`src/rtl/id_inst_queue_pkg.sv`:
```
// Shared constants and flush decoding for the IF->ID instruction queue.
// IQ_TO_ID_WD is the width of the {out_valid, out_pc, out_inst} bus that feeds ID.
package id_inst_queue_pkg;

  localparam int IQ_DEPTH    = 4;
  localparam int IQ_PC_W     = 32;
  localparam int IQ_INST_W   = 32;
  localparam int IQ_TO_ID_WD = IQ_PC_W + IQ_INST_W + 1;

  typedef enum logic [1:0] {
    FL_NONE,
    FL_ALL,
    FL_KEEP
  } flush_mode_e;

  // flush_keep has no meaning unless flush is also asserted.
  function automatic flush_mode_e flush_mode(input logic flush, input logic keep);
    if (!flush) return FL_NONE;
    return keep ? FL_KEEP : FL_ALL;
  endfunction

endpackage

```
`src/rtl/id_inst_queue.sv`:
```
// Instruction queue between IF and ID: captures every returning {pc, inst}
// so none is lost while decode stalls, with branch flush and delay-slot keep.
module id_inst_queue
  import id_inst_queue_pkg::*;
#(
  parameter int DEPTH  = IQ_DEPTH,
  parameter int INST_W = IQ_INST_W,
  parameter int PC_W   = IQ_PC_W,
  localparam int CNT_W = $clog2(DEPTH + 1)
) (
  input  logic              clk,
  input  logic              rst,
  input  logic              flush,
  input  logic              flush_keep,
  input  logic              in_valid,
  input  logic [PC_W-1:0]   in_pc,
  input  logic [INST_W-1:0] in_inst,
  output logic              in_ready,
  output logic              out_valid,
  output logic [PC_W-1:0]   out_pc,
  output logic [INST_W-1:0] out_inst,
  input  logic              out_ready,
  output logic [CNT_W-1:0]  count,
  output logic              full,
  output logic              empty
);

  localparam int PTR_W = $clog2(DEPTH);

  logic [PC_W-1:0]   pc_mem   [DEPTH];
  logic [INST_W-1:0] inst_mem [DEPTH];

  logic [PTR_W-1:0] rd_ptr, wr_ptr;
  logic [PTR_W-1:0] rd_next, wr_next;
  logic [PTR_W-1:0] rd_inc, wr_inc, surv_ptr;
  logic [CNT_W-1:0] count_next;
  logic             push, pop, wr_en, have_surv;
  flush_mode_e      mode;

  assign full      = (count == CNT_W'(DEPTH));
  assign empty     = (count == '0);
  assign in_ready  = !full;
  assign out_valid = !empty;

  assign push = in_valid && in_ready;
  assign pop  = out_valid && out_ready;
  assign mode = flush_mode(flush, flush_keep);

  assign rd_inc = rd_ptr + 1'b1;
  assign wr_inc = wr_ptr + 1'b1;

  // Delay-slot survivor is the oldest entry still present once this cycle's pop is taken.
  assign surv_ptr  = pop ? rd_inc : rd_ptr;
  assign have_surv = pop ? (count >= CNT_W'(2)) : (count >= CNT_W'(1));

  always_comb begin
    wr_en      = push;
    rd_next    = pop  ? rd_inc : rd_ptr;
    wr_next    = push ? wr_inc : wr_ptr;
    count_next = count;
    case ({push, pop})
      2'b10:   count_next = count + 1'b1;
      2'b01:   count_next = count - 1'b1;
      default: count_next = count;
    endcase

    case (mode)
      FL_ALL: begin
        wr_en      = 1'b0;
        rd_next    = wr_ptr;
        wr_next    = wr_ptr;
        count_next = '0;
      end
      FL_KEEP: begin
        wr_en   = 1'b0;
        wr_next = wr_ptr;
        if (have_surv) begin
          rd_next    = surv_ptr;
          wr_next    = surv_ptr + 1'b1;
          count_next = CNT_W'(1);
        end else if (push) begin
          // Delay slot arrives on the same cycle as the branch resolves.
          wr_en      = 1'b1;
          rd_next    = wr_ptr;
          wr_next    = wr_inc;
          count_next = CNT_W'(1);
        end else begin
          rd_next    = wr_ptr;
          count_next = '0;
        end
      end
      default: ;
    endcase
  end

  always_ff @(posedge clk) begin
    if (wr_en) begin
      pc_mem[wr_ptr]   <= in_pc;
      inst_mem[wr_ptr] <= in_inst;
    end
  end

  always_ff @(posedge clk) begin
    if (rst) begin
      rd_ptr <= '0;
      wr_ptr <= '0;
      count  <= '0;
    end else begin
      rd_ptr <= rd_next;
      wr_ptr <= wr_next;
      count  <= count_next;
    end
  end

  // An empty queue presents all-zero inst, which decodes as a nop.
  assign out_pc   = empty ? '0 : pc_mem[rd_ptr];
  assign out_inst = empty ? '0 : inst_mem[rd_ptr];

endmodule

```
`config.mk`:
```
export PLATFORM = sky130hd
export DESIGN_NAME = id_inst_queue
export DESIGN_NICKNAME = d
export VERILOG_FILES = /design/src/rtl/id_inst_queue_pkg.sv /design/src/rtl/id_inst_queue.sv
export SDC_FILE = /design/constraint.sdc
export NUM_CORES = 1
export LEC_CHECK = 0
export ABC_AREA = 0
export BUFFER_PORTS_ARGS = -buffer_cell sky130_fd_sc_hd__buf_2
export CELL_PAD_IN_SITES_DETAIL_PLACEMENT = 0
export CELL_PAD_IN_SITES_GLOBAL_PLACEMENT = 2
export CORE_MARGIN = 2
export CORE_UTILIZATION = 39
export DETAILED_ROUTE_END_ITERATION = 8
export GPL_TIMING_DRIVEN = 1
export PLACE_DENSITY = 0.84
export REMOVE_ABC_BUFFERS = 1
export SETUP_SLACK_MARGIN = 0.4
export SYNTH_ARGS = -nofsm -noshare
export SYNTH_HDL_FRONTEND = slang
export SYNTH_SLANG_ARGS = --single-unit
```
`constraint.sdc`:
```
create_clock -name clk -period 3.5 [get_ports clk]
set_input_delay 0.525 -clock clk [delete_from_list [all_inputs] [get_ports clk]]
set_output_delay 0.525 -clock clk [all_outputs]
set_load 0.02 [all_outputs]
```
==> impl_metrics.yaml <==
floorplan:
  fp.dieArea_um2: 27910
  num_rows: 59
  io_pins: 141
  die_x_um: 167.1
  initial_core_util: 0.3979
  core_area_um2: 26060
  die_h_um: 167.1
clock_tree:
  cts_tree: "yes"
  root_buffer: "clkbuf_16"
  clk_path_buf_depth: 3
  clk_pin_slew_ps: 60
  cts_buffers: 28
  postCtsHoldBufs: 0
  htree_levels: 1
  cts_sinks: 263
  clkLatencyLatePin_ps: 530
layout:
  drive_gt1_frac: 0.4030
  finalNetCount: 732
  fin_area_um2: 12590
  area_delta_synth_final_pct: 21.38
yosys:
  ys.flop_type: "edfxtp_1"
  synth_fa_ha_area_frac: 0.01086
  synth_seq_cells: 263
  synth-edff-count: 256
  synth.most_common_cell: "edfxtp_1"
  synth-xor-area-share: 0.003378
  synth_top_family_by_area: "multiplexers"
  syn_area_um2: 10370
  yosysWarnings: 0
  synth_compound_area_frac: 0.01472
  synth.distinct_cells: 42
  synth.area.top_cells: "edfxtp_1 (74%), mux4_2 (14%), and2_1 (4.0%)"
  synth.top_cell.area_share: 0.7413
  syn_area_per_cell_um2: 21.03
  syn-instance-count: 493
  yosysTopAreaCell: "edfxtp_1"
  async_flop_share: 0
  synthMuxAreaShare: 0.1432
  ys_top_cells_by_count: "edfxtp_1 (256), and2_1 (66), mux4_2 (64)"
  seq_area_frac_synth: 0.7548
  synthSimpleGateAreaFrac: 0.05840
worst_setup_path:
  critPathLaunch: "count[0]$_SDFFE_PP0P_"
  critPathTopFamily: "buffers and inverters"
  reg2regPathDepth: 8
  max_stage_delay_ps: 480
  cp_cell_sequence: "inv_1 > ha_1 > nand2b_4 > clkbuf_8 > and2_1 > buf_2"
  worst_setup_path_start_kind: "flip-flop"
  crit_type: "flip-flop to output pin"
  r2r_slack_ps: 670
  cp.depth: 6
  cp-endpoint: "out_inst[11]"
  required_ps: 2970
  path_max_fanout: 69
  worstReg2RegStart: "count[0]$_SDFFE_PP0P_"
  crit_slowest_cell: "dfxtp_1"
  critPathCaptureType: "output pin"
  reg2reg_to: "pc_mem[0][13]$_DFFE_PP_"
  crit_buf_inv: 3
  cp.arrival_ps: 2380
timing:
  drv_slew: 0
  rsz0062_at_grt: "false"
  hold_viol_final: 0
  worst_pin_slew_ps: 475.9
  timing.fmax_mhz: 343.9
  finalCriticalPeriod_ps: 2908
  setup_ws_ps: 592.2
  timing.setup.tns_ps: 0
  finClkSkew_ps: 6.887
  post-route-period-util: 0.8308
  finalSetupViolCount: 0
  maxSlewHeadroom: 0.6827
detailed_routing:
  drt-total-wl_um: 20480
  num_vias: 5084
  drtIter0Drc: 263
  drt-wirelength-per-cell_um: 20.24
  viasPerCell: 5.024
  drc: 0
  ant_nets: 0
  drtPass1Iterations: 5
grt:
  antenna_found_initial: 2
  grt_pass1_vias: 5281
  overflow: 0
  grt_pass1_wl_um: 30770
  grt_max_degree: 70
  track_usage: 0.1414
run:
  maxCapViolCount: 0
pwr:
  p_leak_nw: 4.377
  power_density_nw_per_um2: 612.6
  irDropWorstVdd_mv: 0.5010
placement:
  place_area_um2: 11630
  dp_hpwl_um: 12600
  dp_slack_ps: 579.4
  port-buffer-count: 140
  routabilityCongestion: 0.7489
outcome:
  status: "complete, no violations"
min_path:
  min_path_cells: 1
  hold_class: "input pin to flip-flop"
[layout make-up]
type / instances / area, um2
fill: 2093 / 13470
sequential: 263 / 7835
multi-input combinational: 199 / 2426
timing repair buffer: 154 / 969.7
clock buffer: 32 / 737.0
tap: 335 / 419.2
clock inverter: 20 / 168.9
inverter: 7 / 26.28
antenna: 2 / 5.005
[sequential cells by signal, indices dropped and copies added, names as in the netlist]
name      count
inst_mem    128
pc_mem      128
count         3
rd_ptr        2
wr_ptr        2
[through the flow]
stage | std cells | hold WS [ps] | power (mW) | util
after global placement | 955 | 617.8 | 4.893 | 0.4462
final | 1012 | 212.2 | 7.711 | 0.4830
after CTS | 1007 | 184.4 | 7.800 | 0.4811
after detailed placement | 955 | 608.1 | 4.921 | 0.4462
after floorplan | 467 | 540.5 | 4.508 | -
after global routing | 1010 | 197.2 | 8.012 | 0.4828
[cells in the final DEF, fill, tap and decap left out, types with 4 or more instances in the layout]
| cell | n |
|---|---|
| edfxtp_1 | 256 |
| buf_2 | 140 |
| and2_1 | 66 |
| mux4_2 | 64 |
| clkbuf_16 | 29 |
| clkinv_1 | 11 |
| buf_12 | 11 |
| ha_1 | 9 |
| nor2_1 | 8 |
| inv_1 | 7 |
| dfxtp_1 | 5 |
| nand2_1 | 4 |
| and3_4 | 4 |
| a211oi_1 | 4 |
| o21ai_0 | 4 |
| clkinv_2 | 4 |
[power by group]
| group | leakage, nW | switching (mW) | internal, mW |
|---|---|---|---|
| sequential | 2.39 | 0.0766 | 3.65 |
| clock | 0.445 | 1.14 | 1.72 |
| combinational | 1.54 | 0.628 | 0.501 |
[timing repair]
item,CTS,global route
gates resized for setup,1,2
cloned,0,2
buffers inserted,0,1
setup endpoints to repair,3,86
pin swaps,0,2
[kinds of logic (layout without fill, tap and decap cells)]
| logic type | count (synthesis) | in the layout |
|---|---|---|
| simple gates | 96 | 98 |
| compound gates | 21 | 21 |
| xor+xnor | 4 | 4 |
| flops | 263 | 263 |
| buf+inv | 33 | 213 |
| mux | 67 | 67 |
| fa+ha+maj | 9 | 9 |
| other cells | 0 | 2 |
[worst min-delay path by stage]
stage	startpoint	to	slack [ps]
2_1_floorplan	wr_ptr[0]$_SDFFE_PP0N_	rd_ptr[0]$_SDFF_PP0_	540
3_3_place_gp	wr_ptr[0]$_SDFFE_PP0N_	rd_ptr[0]$_SDFF_PP0_	620
3_5_place_dp	wr_ptr[0]$_SDFFE_PP0N_	rd_ptr[0]$_SDFF_PP0_	610
4_1_cts	in_inst[13]	inst_mem[0][13]$_DFFE_PP_	180
5_1_grt	in_inst[19]	inst_mem[3][19]$_DFFE_PP_	200
6_report	in_inst[13]	inst_mem[0][13]$_DFFE_PP_	210
[metal layers]
metal,vias up,global-route usage,share of wire
met1,2617,0.1859,0.43
li1,2315,-,-
met2,131,0.2407,0.50
met5,-,0,0
met3,21,0.03042,0.052
met4,0,0.03598,0.015
Note: power is estimated with default switching activity, not from simulation.
